--- config.mk ---
export PLATFORM = sky130hd
export DESIGN_NAME = mem_write_queue
export DESIGN_NICKNAME = d
export VERILOG_FILES = /design/src/rtl/memory_pkg.sv /design/src/rtl/mem_req_compactor.sv /design/src/rtl/mem_write_queue.sv
export SDC_FILE = /design/constraint.sdc
export NUM_CORES = 1
export LEC_CHECK = 0
export BUFFER_PORTS_ARGS = -buffer_cell sky130_fd_sc_hd__buf_4
export CORE_MARGIN = 3
export CORE_UTILIZATION = 53
export CTS_CLUSTER_DIAMETER = 120
export DETAILED_ROUTE_END_ITERATION = 12
export PLACE_DENSITY = 0.77
export SYNTH_ARGS = -nofsm -noshare
export SYNTH_HDL_FRONTEND = slang
export SYNTH_SLANG_ARGS = --single-unit
export TNS_END_PERCENT = 30
--- constraint.sdc ---
create_clock -name clk -period 4.4 [get_ports clk]
set_input_delay 0.22 -clock clk [delete_from_list [all_inputs] [get_ports clk]]
set_output_delay 0.22 -clock clk [all_outputs]
set_load 0.05 [all_outputs]
--- src/rtl/memory_pkg.sv ---
// memory_pkg: shared store-path request type, queue port limit and popcount helper.
package memory_pkg;

  localparam int MEM_ADDR_W     = 32;
  localparam int MEM_DATA_W     = 32;
  localparam int MEMQ_MAX_PORTS = 8;
  localparam int MEMQ_NV_W      = $clog2(MEMQ_MAX_PORTS + 1);

  typedef struct packed {
    logic                  en;
    logic                  forcewrite;
    logic [MEM_ADDR_W-1:0] addr;
    logic [MEM_DATA_W-1:0] data;
  } write_req_pkt;

  // Number of requests with .en set; unused slots must be passed in as zero.
  function automatic logic [MEMQ_NV_W-1:0] popcount_en(input write_req_pkt reqs [MEMQ_MAX_PORTS]);
    logic [MEMQ_NV_W-1:0] cnt;
    cnt = {MEMQ_NV_W{1'b0}};
    for (int i = 0; i < MEMQ_MAX_PORTS; i++) begin
      cnt = cnt + {{(MEMQ_NV_W-1){1'b0}}, reqs[i].en};
    end
    return cnt;
  endfunction

endpackage

--- src/rtl/mem_req_compactor.sv ---
// mem_req_compactor: packs sparse valid requests toward slot 0, keeping port order.
module mem_req_compactor
  import memory_pkg::*;
#(
  parameter int NUM_PORTS = 2
) (
  input  write_req_pkt         i_write_req [NUM_PORTS],
  output write_req_pkt         o_compacted [NUM_PORTS],
  output logic [MEMQ_NV_W-1:0] o_n_valid
);

  logic [MEMQ_NV_W-1:0] w_prefix [NUM_PORTS];
  write_req_pkt         w_padded [MEMQ_MAX_PORTS];

  // Prefix count: how many valid ports sit strictly below each port index.
  always_comb begin
    logic [MEMQ_NV_W-1:0] acc;
    acc = {MEMQ_NV_W{1'b0}};
    for (int i = 0; i < NUM_PORTS; i++) begin
      w_prefix[i] = acc;
      acc = acc + {{(MEMQ_NV_W-1){1'b0}}, i_write_req[i].en};
    end
  end

  // A valid port lands in the output slot equal to its prefix count.
  always_comb begin
    for (int j = 0; j < NUM_PORTS; j++) begin
      o_compacted[j] = '0;
      for (int i = j; i < NUM_PORTS; i++) begin
        if (i_write_req[i].en && (w_prefix[i] == MEMQ_NV_W'(j))) begin
          o_compacted[j] = i_write_req[i];
        end else begin
          o_compacted[j] = o_compacted[j];
        end
      end
    end
  end

  // Widen the request array to the package maximum so the shared popcount helper applies.
  always_comb begin
    for (int i = 0; i < MEMQ_MAX_PORTS; i++) begin
      w_padded[i] = '0;
    end
    for (int i = 0; i < NUM_PORTS; i++) begin
      w_padded[i] = i_write_req[i];
    end
  end

  assign o_n_valid = popcount_en(w_padded);

endmodule

--- src/rtl/mem_write_queue.sv ---
// mem_write_queue: multi-port store-request FIFO feeding one memory bank write port.
// Enqueue is all-or-nothing; a pop in the same cycle frees one slot for the writers.
module mem_write_queue
  import memory_pkg::*;
#(
  parameter int NUM_PORTS    = 2,
  parameter int DEPTH        = 4,
  parameter int AFULL_THRESH = DEPTH - 1
) (
  input  logic                       clk,
  input  logic                       rst_n,
  input  write_req_pkt               i_write_req [NUM_PORTS],
  input  logic                       i_stall_back,
  input  logic                       i_stall_front,
  output write_req_pkt               o_membank_write_req,
  output logic                       o_stall_out,
  output logic [$clog2(DEPTH+1)-1:0] o_count,
  output logic                       o_almost_full
);

  localparam int PTR_W = $clog2(DEPTH);
  localparam int CNT_W = $clog2(DEPTH + 1);
  localparam int CMP_W = ((CNT_W > MEMQ_NV_W) ? CNT_W : MEMQ_NV_W) + 1;

  write_req_pkt         r_mem [DEPTH];
  logic [PTR_W-1:0]     r_head;
  logic [PTR_W-1:0]     r_tail;
  logic [CNT_W-1:0]     r_count;

  write_req_pkt         w_compacted [NUM_PORTS];
  logic [MEMQ_NV_W-1:0] w_n_valid;
  logic                 w_pop;
  logic [CMP_W-1:0]     w_free;
  logic                 w_stall_out;
  logic                 w_enq;

  mem_req_compactor #(
    .NUM_PORTS (NUM_PORTS)
  ) u_compactor (
    .i_write_req (i_write_req),
    .o_compacted (w_compacted),
    .o_n_valid   (w_n_valid)
  );

  // Free space includes the slot vacated by this cycle's pop; stall_back is kept out
  // of stall_out so the upstream stall path stays loop-free.
  assign w_pop       = (r_count != {CNT_W{1'b0}}) & ~i_stall_front;
  assign w_free      = CMP_W'(DEPTH) - CMP_W'(r_count) + CMP_W'(w_pop);
  assign w_stall_out = CMP_W'(w_n_valid) > w_free;
  assign w_enq       = ~w_stall_out & ~i_stall_back & (w_n_valid != {MEMQ_NV_W{1'b0}});

  // Write the compacted requests into consecutive slots starting at the tail.
  always_ff @(posedge clk or negedge rst_n) begin
    if (!rst_n) begin
      for (int i = 0; i < DEPTH; i++) begin
        r_mem[i] <= '0;
      end
    end else if (w_enq) begin
      for (int k = 0; k < NUM_PORTS; k++) begin
        if (MEMQ_NV_W'(k) < w_n_valid) begin
          r_mem[r_tail + PTR_W'(k)] <= w_compacted[k];
        end
      end
    end
  end

  // Advance head on issue and tail on enqueue; pointers wrap at DEPTH.
  always_ff @(posedge clk or negedge rst_n) begin
    if (!rst_n) begin
      r_head  <= {PTR_W{1'b0}};
      r_tail  <= {PTR_W{1'b0}};
      r_count <= {CNT_W{1'b0}};
    end else begin
      if (w_pop) begin
        r_head <= r_head + PTR_W'(1'b1);
      end
      if (w_enq) begin
        r_tail <= r_tail + PTR_W'(w_n_valid);
      end
      r_count <= CNT_W'(CMP_W'(r_count)
                        + (w_enq ? CMP_W'(w_n_valid) : {CMP_W{1'b0}})
                        - CMP_W'(w_pop));
    end
  end

  // Present the head entry when occupied; an empty queue shows an all-zero request.
  always_comb begin
    if (r_count != {CNT_W{1'b0}}) begin
      o_membank_write_req = r_mem[r_head];
    end else begin
      o_membank_write_req = '0;
    end
  end

  assign o_stall_out   = w_stall_out;
  assign o_count       = r_count;
  assign o_almost_full = (r_count >= CNT_W'(AFULL_THRESH));

endmodule

After elaboration in Yosys (flattened, before gate mapping)

Index checks and enable logic that the tools add are counted.

Bitwise gates (word level): 9
Reductions and logical operators: 7
Add/sub/neg operators: 8
Multiplexer cells: 17
$lt $le $gt $ge: 9

Operators by type and width:

| kind                                                       | number |
|---|---|
| 2-to-1 mux 264 bit                                         | 3 |
| bitwise mux 264 bit                                        | 2 |
| 2-to-1 mux 66 bit                                          | 8 |
| demux 66 bit (select 2 bit)                                | 2 |
| binary-select mux 66 bit (select 2 bit)                    | 1 |
| >= comparator 3 bit, second input constant                 | 3 |
| inverter 2 -> 3 bit                                        | 3 |
| less-than comparator 1 x 4 -> 1 bit, first input constant  | 2 |
| less-than comparator 3 x 1 -> 1 bit, second input constant | 2 |
| adder 4 x 2 -> 5 bit                                       | 1 |
| greater-than comparator 4 x 5 -> 1 bit                     | 1 |
| adder 2 x 1 -> 2 bit, second input constant                | 2 |
| logical AND 1 bit                                          | 4 |
| zero test 4 bit                                            | 1 |
| nonzero test 4 bit                                         | 1 |
| subtractor 3 x 3 -> 4 bit, first input constant            | 1 |
| adder 3 bit                                                | 1 |
| bitwise AND 1 bit                                          | 3 |
| >= comparator 3 x 2 -> 1 bit, second input constant        | 1 |
| inverter 1 bit                                             | 3 |
| nonzero test 3 bit                                         | 1 |
| subtractor 3 x 1 -> 3 bit                                  | 1 |
| adder 1 x 1 -> 2 bit                                       | 1 |
| adder 2 bit                                                | 1 |
| 2-to-1 mux 2 bit                                           | 1 |

Output and inout port bits: 71
Register bits after elaboration: 271

Longest topological paths before layout

Depth in word-level cells: 10
Mapped depth: 23
Depth with buffers taken out: 19

By module

From an unflattened synthesis, not the netlist that was laid out.

Cell total of the unflattened synthesis: 1307
Area total of the unflattened synthesis: 15332.2 µm²

By module, submodules not included:

| module            | area an instance (µm²) | seq. area each (µm²) | times used | cells each |
|---|---|---|---|---|
| mem_write_queue   | 14119.8                | 6781.5               | 1          | 1142 |
| mem_req_compactor | 1212.4                 | 0.0                  | 1          | 165 |

Worst setup path after synthesis

OpenSTA, ideal clock, no wires.

Path kind: register to register
Start point: register r_count[0], in the netlist o_count[0]
End point: register r_count[2], in the netlist o_count[2]
Period minus slack after synthesis: 4688 ps
Required time: 4277 ps
Setup slack: -288 ps
Arrival: 4564 ps
Stages on the path, launching flop included: 24
Path buffers: 4
Path through: dfrtp_1 inv_1 ha_1 ha_1 clkbuf_1 nor2_1 ha_1 ha_1 inv_1 ha_1 nor2b_1 o21ai_1 o31a_1 buf_4 buf_2 buf_2 nand2_1 ha_1 inv_1 ha_1 inv_1 fa_1 xnor2_1 xnor2_1

Cells in the longest elaborated chain, start to end: 10
Elaborated cells between the ends (all ways): 11
Classes of those cells: 4 x add/sub; 1 x order compare; 1 x mux; 4 x bitwise; 1 x reduce/logical

RTL lines:

| item                                   | line                  | RTL |
|---|---|---|
| start, declared                        | mem_write_queue.sv:28 | `logic [CNT_W-1:0] r_count;` |
| start signal, assigned                 | mem_write_queue.sv:72 | `r_count <= {CNT_W{1'b0}};` |
| start signal, assigned                 | mem_write_queue.sv:80 | `r_count <= CNT_W'(CMP_W'(r_count)` |
| nonzero test 3 bit (*)                 | mem_write_queue.sv:47 | `assign w_pop = (r_count != {CNT_W{1'b0}}) & ~i_stall_front;` |
| bitwise AND 1 bit (*)                  | mem_write_queue.sv:47 |  |
| net w_pop                              | mem_write_queue.sv:32 | `logic w_pop;` |
| adder 4 x 2 -> 5 bit                   | mem_write_queue.sv:48 | `assign w_free = CMP_W'(DEPTH) - CMP_W'(r_count) + CMP_W'(w_pop);` |
| greater-than comparator 4 x 5 -> 1 bit | mem_write_queue.sv:49 | `assign w_stall_out = CMP_W'(w_n_valid) > w_free;` |
| inverter 1 bit                         | mem_write_queue.sv:50 | `assign w_enq = ~w_stall_out & ~i_stall_back & (w_n_valid != {MEMQ_NV_W{1'b0}});` |
| bitwise AND 1 bit (2 in series)        | mem_write_queue.sv:50 |  |
| 2-to-1 mux 2 bit                       | mem_write_queue.sv:81 | `+ (w_enq ? CMP_W'(w_n_valid) : {CMP_W{1'b0}})` |
| adder 3 bit                            | mem_write_queue.sv:81 |  |
| subtractor 3 x 1 -> 3 bit (*)          | mem_write_queue.sv:82 | `- CMP_W'(w_pop));` |

Mark *: on every way through the listed nets, which the timed path passes. The rest lies on a longest branch.
A chain may end at the register's enable or synchronous reset.

Worst setup path in the final report

Start point: register r_count[0], in the netlist o_count[0]
End point: register r_mem[63] (netlist bit)

Cells in the longest elaborated chain, start to end: 7
Elaborated cells between the ends (all ways): 8
Classes of those cells: 2 x add/sub; 1 x order compare; 4 x bitwise; 1 x reduce/logical

RTL lines:

| item                                   | line                  | RTL |
|---|---|---|
| nonzero test 3 bit                     | mem_write_queue.sv:47 |  |
| bitwise AND 1 bit                      | mem_write_queue.sv:47 |  |
| net w_pop                              | mem_write_queue.sv:32 |  |
| adder 4 x 2 -> 5 bit                   | mem_write_queue.sv:48 |  |
| greater-than comparator 4 x 5 -> 1 bit | mem_write_queue.sv:49 |  |
| inverter 1 bit                         | mem_write_queue.sv:50 |  |
| bitwise AND 1 bit (2 in series)        | mem_write_queue.sv:50 |  |
| end signal, assigned by index          | mem_write_queue.sv:61 | `r_mem[r_tail + PTR_W'(k)] <= w_compacted[k];` |
| end, declared                          | mem_write_queue.sv:25 | `write_req_pkt r_mem [DEPTH];` |

The timed path passes the listed nets, and every way through them passes these cells.

==> impl_metrics.env <==
export IMPL_start_kind="register"
export IMPL_dieWidth_um=177.7
export IMPL_cp_end_kind="register"
export IMPL_place_hpwl_um=25860
export IMPL_syn_nets=1374
export IMPL_min_to="r_mem[76]"
export IMPL_die_h_um=177.7
export IMPL_yosysWarnings=0
export IMPL_ir_drop_mv=0.6414
export IMPL_cts_root_buf="clkbuf_16"
export IMPL_drc=0
export IMPL_final_setup_tns_ps=0
export IMPL_fin_util=0.6313
export IMPL_arrival_ps=4610
export IMPL_synthArstFlopShare=1.000
export IMPL_critPathKind="reg2reg"
export IMPL_viasPerCell=7.200
export IMPL_worstPathRequired_ps=4850
export IMPL_detail_route_first_pass_iterations=5
export IMPL_r2r_start="o_count[0]"
export IMPL_synth_area_um2=15620
export IMPL_vias=12590
export IMPL_ys_seq_elements=271
export IMPL_finalClockSkew_ps=24.73
export IMPL_rsz0062_at_grt="false"
export IMPL_area_growth_pct=16.64
export IMPL_synth_top_family_by_area="compound AO/OA/AOI/OAI gates"
export IMPL_crit_path_max_fanout=47
export IMPL_gp_congestion=0.7985
export IMPL_htree_levels=1
export IMPL_status="finished clean"
export IMPL_drive_gt1_frac=0.3962
export IMPL_netlist_instances=1222
export IMPL_synth_simple_area_share=0.03701
export IMPL_post_route_period_util=0.9456
export IMPL_wl_per_cell_um=27.34
export IMPL_grtUsageTotal=0.2957
export IMPL_hold_worst_slack_ps=26.67
export IMPL_cts_buffer_depth=3
export IMPL_synth_compound_area_frac=0.3615
export IMPL_row_count=62
export IMPL_die_area_um2=31560
export IMPL_synth_mux_area_frac=0.09653
export IMPL_total_leakage_power_nw=7.359
export IMPL_synth_edf_count=0
export IMPL_start_util=0.5412
export IMPL_synthAdderAreaFrac=0.01330
export IMPL_drtAntennaViolNets=0
export IMPL_routed_wirelength_um=47780
export IMPL_min_path_cells=3
export IMPL_reg2regPathDepth=14
export IMPL_fmax_ghz=0.2403
export IMPL_rrSetupSlack_ps=240
export IMPL_rr_endpoint="r_mem[63]"
export IMPL_core_area_um2=28860
export IMPL_synthXorXnorAreaFrac=0.003925
export IMPL_synth_top_area_frac=0.4342
export IMPL_synth_avg_cell_area_um2=12.78
export IMPL_overflow=0
export IMPL_hold_violations=0
export IMPL_grt_pass1_vias=13000
export IMPL_min_from="i_write_req[10]"
export IMPL_clk_latency_ps=550
export IMPL_grt_pass1_wl_um=73930
export IMPL_drt_iter0_markers=1239
export IMPL_yosys_area_top_type="dfrtp_1"
export IMPL_setup_viol=0
export IMPL_max_slew_margin_rel=0.3079
export IMPL_worst_pin_slew_ps=1038
export IMPL_fin_crit_ps=4161
export IMPL_ys_top_cells_by_area="dfrtp_1, a2bb2oi_2, o22ai_1"
export IMPL_slew_violations=0
export IMPL_antenna_found_initial=2
export IMPL_yosys_top_cells_count="dfrtp_1, o22ai_1, a2bb2oi_2, a2bb2oi_1, clkbuf_1"
export IMPL_cts_tree="built"
export IMPL_nNetsFinal=1493
export IMPL_yosys_cell_count_top_type="dfrtp_1"
export IMPL_numCtsBuffers=29
export IMPL_synth_distinct_cells=36
export IMPL_clock_sinks=271
export IMPL_cts_clk_slew_worst_paths_ps=60
export IMPL_synth_ff_type="dfrtp_1"
export IMPL_p_per_area_nw_per_um2=991.3
export IMPL_maxCapViolations=0
export IMPL_portBuffers=206
export IMPL_ys_seq_area_frac=0.4342
export IMPL_io_pins=207
export IMPL_worstHoldPathType="in2reg"
export IMPL_grt_max_degree=136
==> cell families (layout without fill, tap and decap cells) <==
| group | count (synthesis) | after routing |
|---|---|---|
| xor gates and xnor gates | 7 | 7 |
| DFF | 271 | 271 |
| adders and majority gates | 16 | 16 |
| buffers and inverters | 162 | 303 |
| other | 0 | 1 |
| and+or+nand+nor | 99 | 99 |
| muxes | 68 | 68 |
| AOI/OAI and AO/OA | 599 | 599 |
==> how the worst max path moves through the flow <==
stage                     startpoint         end  slack [ps]
after CTS                 o_count[0]  r_mem[261]          40
final                     o_count[0]   r_mem[63]         240
after global routing      o_count[0]   r_mem[63]          30
after floorplan           o_count[0]  o_count[2]          50
after global placement    o_count[0]  r_mem[171]         170
after detailed placement  o_count[0]  r_mem[164]          70
==> cell type report <==
type                    instances  area [µm²]
clock inverters                11       80.08
fillers                      2208       10640
repair buffers                240        1902
well taps                     384       480.5
flip-flops and latches        271        6792
diodes                          1       2.502
inverters                      10       37.54
clock buffers                  42       844.6
multi-input cells             789        8079
==> through the flow <==
stage	std cells	instance area (µm²)	setup WS [ps]	power [mW]
floorplan	1222	15630	53.67	12.83
global placement	1687	17210	165.1	15.32
detailed placement	1687	17210	67.88	15.57
CTS	1743	18160	37.35	17.99
global route	1748	18220	26.83	18.85
finish	1748	18220	239.3	18.06
==> state kept, by name, indices dropped and copies added (netlist names) <==
register  flops
r_mem       264
r_tail        2
r_head        2
o_count       3
==> cell usage in the layout, fill, tap and decap left out, types with 2 or more instances in the layout <==
master and n:
dfrtp_1 267, o22ai_1 260, buf_4 227, a2bb2oi_2 170, a2bb2oi_1 93, nor2b_1 67, mux4_2 66, a22o_1 63
clkbuf_16 29, ha_1 13, nand2_1 12, clkinv_2 10, inv_1 9, clkbuf_8 7, clkbuf_1 6, xnor2_1 5
o21ai_0 5, nor2_1 5, a21boi_4 4, buf_6 4, buf_12 4, nand3b_1 3, dlygate4sd3_1 3, or3b_4 2
xor2_1 2, nor3b_1 2, dfrtp_2 2, dfrtp_4 2
==> where the power goes <==
group          internal [mW]  switching [mW]  leakage, nW
Clock                   1.38            1.01        0.468
Sequential              3.82            1.17         3.09
Combinational           4.70            5.98         3.80
Total                   9.90            8.16         7.36
==> critical path, cell delays in order (launching register included) <==
cell and delay [ps]:
dfrtp_2 420, inv_1 70, ha_1 220, ha_4 160, nor2_2 190, ha_1 210
ha_1 230, inv_1 60, ha_1 230, nor2b_1 130, o21ai_1 170, o31a_2 260
a21boi_4 820, buf_6 640, a2bb2oi_1 220
==> layer usage <==
layer  wire (µm)  track usage
met2       22590       0.4677
met4        1481       0.1096
met1       19010       0.4052
met5          13            0
met3        4680      0.06098
==> what timing repair did <==
action / in CTS / in global routing
setup endpoints to repair: 0 / 213
hold endpoints to repair: 122 / 0
hold buffers: 3 / 0
gates resized for setup: 0 / 5
buffers inserted: 0 / 4
Power figures use the tool's default switching activity.
